### src/rtl/cv32e40s_pkg.sv
// Shared definitions for the hardened state register bank.
// Holds the helper that slices a per-channel reset value out of a packed vector.
package cv32e40s_pkg;

   localparam int unsigned SREG_MAX_W    = 64;
   localparam int unsigned SREG_MAX_BITS = 1024;

   // Channel ch of a packed vector of w-bit fields, zero-extended to SREG_MAX_W
   function automatic logic [SREG_MAX_W-1:0] sreg_rv_slice(
      input logic [SREG_MAX_BITS-1:0] rv,
      input int unsigned              ch,
      input int unsigned              w
   );
      logic [SREG_MAX_BITS-1:0] sh;
      logic [SREG_MAX_W-1:0]    mask;
      sh   = rv >> (ch * w);
      mask = (w >= SREG_MAX_W) ? '1 :
             ((SREG_MAX_W'(1) << w) - SREG_MAX_W'(1));
      return sh[SREG_MAX_W-1:0] & mask;
   endfunction

endpackage

### src/rtl/cv32e40s_hardened_sreg_ch.sv
// One hardened channel: main copy, complemented shadow copy,
// gated write and a continuous main/shadow compare.
module cv32e40s_hardened_sreg_ch
   import cv32e40s_pkg::*;
#(
   parameter int unsigned      WIDTH          = 8,
   parameter logic [WIDTH-1:0] RESET_VALUE_CH = '1
) (
   input  logic             clk,
   input  logic             rst_n,
   input  logic             we_i,
   input  logic             en_i,
   input  logic [WIDTH-1:0] wdata_i,
   output logic [WIDTH-1:0] q_o,
   output logic             mism_o
);

   logic [WIDTH-1:0] main_q;
   logic [WIDTH-1:0] shadow_q;
   logic             wr;

   assign wr = we_i & en_i;

   always_ff @(posedge clk or negedge rst_n) begin
      if (!rst_n) begin
         main_q <= RESET_VALUE_CH;
      end else if (wr) begin
         main_q <= wdata_i;
      end
   end

   // Kept in its own process so the two copies stay distinct registers
   always_ff @(posedge clk or negedge rst_n) begin
      if (!rst_n) begin
         shadow_q <= ~RESET_VALUE_CH;
      end else if (wr) begin
         shadow_q <= ~wdata_i;
      end
   end

   assign q_o    = main_q;
   assign mism_o = |(main_q ^ ~shadow_q);

endmodule

### src/rtl/cv32e40s_hardened_sreg_bank.sv
// Bank of NUM_CH hardened state registers with write lock,
// registered mismatch alerts, sticky alert and locked-write error pulse.
module cv32e40s_hardened_sreg_bank
   import cv32e40s_pkg::*;
#(
   parameter int unsigned               NUM_CH      = 4,
   parameter int unsigned               WIDTH       = 8,
   parameter logic [NUM_CH*WIDTH-1:0]   RESET_VALUE = '1,
   parameter bit                        LOCKABLE    = 1'b1
) (
   input  logic                    clk,
   input  logic                    rst_n,
   input  logic [NUM_CH-1:0]       we_i,
   input  logic [NUM_CH*WIDTH-1:0] wdata_i,
   input  logic                    lock_i,
   output logic [NUM_CH*WIDTH-1:0] q_o,
   output logic                    locked_o,
   output logic                    locked_wr_err_o,
   output logic                    alert_o,
   output logic [NUM_CH-1:0]       alert_ch_o,
   output logic                    alert_sticky_o
);

   logic              locked_q;
   logic              err_q;
   logic [NUM_CH-1:0] mism;
   logic [NUM_CH-1:0] alert_ch_q;
   logic              sticky_q;

   for (genvar c = 0; c < NUM_CH; c++) begin : g_ch
      localparam logic [SREG_MAX_W-1:0] RV_SL =
         sreg_rv_slice(SREG_MAX_BITS'(RESET_VALUE), c, WIDTH);

      cv32e40s_hardened_sreg_ch #(
         .WIDTH          (WIDTH),
         .RESET_VALUE_CH (RV_SL[WIDTH-1:0])
      ) u_ch (
         .clk     (clk),
         .rst_n   (rst_n),
         .we_i    (we_i[c]),
         .en_i    (~locked_q),
         .wdata_i (wdata_i[c*WIDTH +: WIDTH]),
         .q_o     (q_o[c*WIDTH +: WIDTH]),
         .mism_o  (mism[c])
      );
   end

   always_ff @(posedge clk or negedge rst_n) begin
      if (!rst_n) begin
         locked_q <= 1'b0;
      end else if (LOCKABLE && lock_i) begin
         locked_q <= 1'b1;
      end
   end

   always_ff @(posedge clk or negedge rst_n) begin
      if (!rst_n) begin
         err_q      <= 1'b0;
         alert_ch_q <= '0;
         sticky_q   <= 1'b0;
      end else begin
         err_q      <= locked_q & (|we_i);
         alert_ch_q <= mism;
         sticky_q   <= sticky_q | (|mism);
      end
   end

   assign locked_o        = locked_q;
   assign locked_wr_err_o = err_q;
   assign alert_ch_o      = alert_ch_q;
   assign alert_o         = |alert_ch_q;
   assign alert_sticky_o  = sticky_q;

endmodule

### config.mk
export PLATFORM = sky130hd
export DESIGN_NAME = cv32e40s_hardened_sreg_bank
export DESIGN_NICKNAME = d
export VERILOG_FILES = /design/src/rtl/cv32e40s_pkg.sv /design/src/rtl/cv32e40s_hardened_sreg_ch.sv /design/src/rtl/cv32e40s_hardened_sreg_bank.sv
export SDC_FILE = /design/constraint.sdc
export NUM_CORES = 1
export LEC_CHECK = 0
export ABC_AREA = 1
export CORE_ASPECT_RATIO = 2
export CORE_MARGIN = 2
export CORE_UTILIZATION = 25
export DETAILED_ROUTE_END_ITERATION = 7
export PLACE_DENSITY = 0.47
export SLEW_MARGIN = 0
export SYNTH_ARGS = -nofsm -noshare
export SYNTH_HDL_FRONTEND = slang
export SYNTH_SLANG_ARGS = --single-unit
### constraint.sdc
create_clock -name clk -period 1.7 [get_ports clk]
set_clock_uncertainty 0.05 [all_clocks]
set_input_delay 0.17 -clock clk [delete_from_list [all_inputs] [get_ports clk]]
set_output_delay 0.17 -clock clk [all_outputs]
set_load 0.01 [all_outputs]
==> impl_results.md <==
- Slowest CP cell: dfstp_2
- Pleak: 0.002091 uW
- Max cap viols: 0
- Critical Path AT: 1.44 ns
- Site row count: 57
- Skew-Pair Late Insertion Delay: 0.33 ns
- Sequential share of the synthesized area: 0.5796
- Syn nets: 401
- Clock transition at path regs: 0.06 ns
- Synthesized instance count: 362
- Yosys warning total: 0
- DRT iter0 DRCs: 77
- Critical Path End Type: primary output
- Final min period: 1.661 ns
- Final Hold Fails: 0
- Bufs and invs on worst path: 1
- Predominant post-synthesis flop cell: dfrtp_1
- CTS H-tree lvls: 3
- Worst hold slack: 0.2782 ns
- HP Class: in2async
- Pwr/cell area: 1112 nW/um2
- N_diodes: 0
- CP max stage delay: 0.56 ns
- Final setup fails: 0
- Synth async-reset ratio: 1.000
- First-pass DRT Iterations: 4
- Worst endpoint required time: 1.48 ns
- Slack of the worst reg-to-reg path: 0.19 ns
- Final Max Tran Viols: 0
- Kind of critical path: reg2out
- Unrepaired setup endpoints after global routing: no
- Synth top area cells: dfrtp_1 31%, dfstp_2 27%, nand2_1 17%
- Worst-Margin Slew: 0.4608 ns
- Synthesis-stage register bit count: 71
- Number of buffers added on ports: 78
- CORE AREA: 12,200 um2
- CP delay by family, top: flip-flops
- Maximum VDD drop: 0.6324 mV
- Reg2Reg Depth: 6
- Avg WL per Cell: 11.59 um
- Status: complete, no violations
- Most frequent cell after synthesis: nand2_1
- Synth Area per Inst: 8.658 um2
- Share of layout cells above drive strength 1: 0.1495
- Area growth syn-to-layout: 42.32%
- DP HPWL: 5260 um
- Post-synthesis instance area: 3134 um2
- Via count: 2,467
- TritonCTS clock tree: yes
- Cell variety after synth: 22
- CTS sink cnt: 71
- Post-synth top area cell: dfrtp_1
- Finished Layout Cells: 602
- DP Cell Count: 585
- Root Buffer: clkbuf_16
- Post-synth EDFFs: 0
- Vias per cell: 4.098
- Pre-CTS setup slack: 0.1222 ns
- Remaining DRCs: 0
- Die height: 162.3 um
- Post-CTS Setup Bufs: 0
- Post-DRT Antenna Nets: 0
- CTS Buf Count: 9
- Global-route wire length before repair: 11,610 um
- Initial Util: 0.2570
- Post-synth top area share: 0.3114
- Total Power: 4958 uW
- Final worst setup slack: 0.03862 ns
- Fmax: 601.9 MHz
- Setup_tns: 0 ns
- Chip width: 83.18 um
- # IOs: 79
- Critical Path, Cell by Cell: clkdlybuf4s50_1
- Worst setup endpoint: q_o[30]
- Startpoint Class: flop
- Reg-to-Reg Start: g_ch[1].u_ch.q_o[1]$_DFFE_PN1P_
- GRT Overall Usage: 0.1104
- DRT Wirelength: 6976 um
- Worst Path Max Fanout: 4
- Rel. slew slack: 0.6928
- Critical Path Stages: 1
- Initial antenna violation count: 0
- Top cells by count, synth: 138 x nand2_1, 45 x nor2_1, 40 x inv_1
- Vias in the first global route: 2,496
- Placer congestion estimate: 0.7016
- Overflow after GRT: 0
- Reg2reg end: alert_sticky_o$_DFF_PN0_
- Largest net degree at the start of global routing: 39
- CTS Buffer Depth: 2
- Critical Path Source: g_ch[3].u_ch.q_o[6]$_DFFE_PN1P_
- Number of nets in the layout: 489
- Tcrit/Tclk final: 0.9773
- Die ar.: 13,500 um2
- Filler Cells Inserted: 1,252
cells by family (layout without fill, tap and decap cells):
logic type,count (synthesis),after routing,synth area share
compound gates,44,44,0.09821
xor+xnor,8,8,0.02236
buf+inv,50,143,0.06547
flops,71,71,0.5796
simple gates,189,189,0.2343
cells in the final DEF (no fill, tap or decap), types with 2 or more instances in the layout:
master / n
buf_4: 4
or2_2: 2
o21ai_2: 2
o21bai_1: 3
inv_1: 40
clkbuf_8: 2
nand2_1: 138
inv_2: 2
clkdlybuf4s50_1: 73
buf_12: 2
o21a_1: 23
o21ai_0: 11
a21oi_2: 3
xnor2_1: 7
dlymetal6s2s_1: 2
dfstp_2: 32
dfrtp_1: 38
clkinvlp_4: 2
nor2_1: 45
bufinv_16: 2
nor2_4: 2
clkbuf_16: 9
worst min path at each step:
stage	startpoint	end	depth (start not counted)
final	rst_n	g_ch[1].u_ch.shadow_q[5]$_DFFE_PN0P_	2
after global routing	rst_n	g_ch[1].u_ch.shadow_q[5]$_DFFE_PN0P_	2
after CTS	rst_n	g_ch[1].u_ch.shadow_q[5]$_DFFE_PN0P_	2
after detailed placement	rst_n	g_ch[1].u_ch.shadow_q[5]$_DFFE_PN0P_	1
after global placement	rst_n	g_ch[1].u_ch.shadow_q[5]$_DFFE_PN0P_	1
after floorplan	rst_n	alert_ch_o[0]$_DFF_PN0_	0
through the flow:
stage	instance area [um2]	util
finish	4461	0.3658
global route	4461	0.3658
CTS	4461	0.3658
detailed placement	4118	0.3376
global placement	4118	0.3376
floorplan	3134	-
state kept, by name, summed over array words and instances, names as in the netlist:
signal	cells
g_ch.u_ch.shadow_q	32
g_ch.u_ch.q_o	32
locked_o	1
locked_wr_err_o	1
alert_ch_o	4
alert_sticky_o	1
per-layer routing:
metal  wire length (um)  vias up  global-route usage
met3                241        9             0.02331
li1                   -     1274                   -
met1               2745     1134              0.1155
met4                132        0             0.06259
met2               3857       50              0.2020
met5                  0        -                   0
report_power, final:
group          switching (uW)  leakage (uW)  internal [uW]  total (uW)
clock network             704      0.000158           1360        2060
registers                 160      0.000773           1960        2120
logic                     332       0.00116            443         774
cell type report:
cell class / count / area (um2) / area share
Tap cell: 147 / 183.9 / 0.04123
Clock buffer: 11 / 252.7 / 0.05666
Sequential cell: 71 / 1818 / 0.4076
Timing Repair Buffer: 84 / 849.6 / 0.1905
Clock inverter: 5 / 80.08 / 0.01795
Multi-Input combinational cell: 241 / 1112 / 0.2494
Inverter: 43 / 163.9 / 0.03675
what timing repair did:
action / in CTS / in global routing
resized for setup: 4 / 3
hold buffers: 1 / 0
setup endpoints to repair: 3 / 3
endpoints found under the hold margin: 17 / 0
Power figures use the tool's default switching activity.
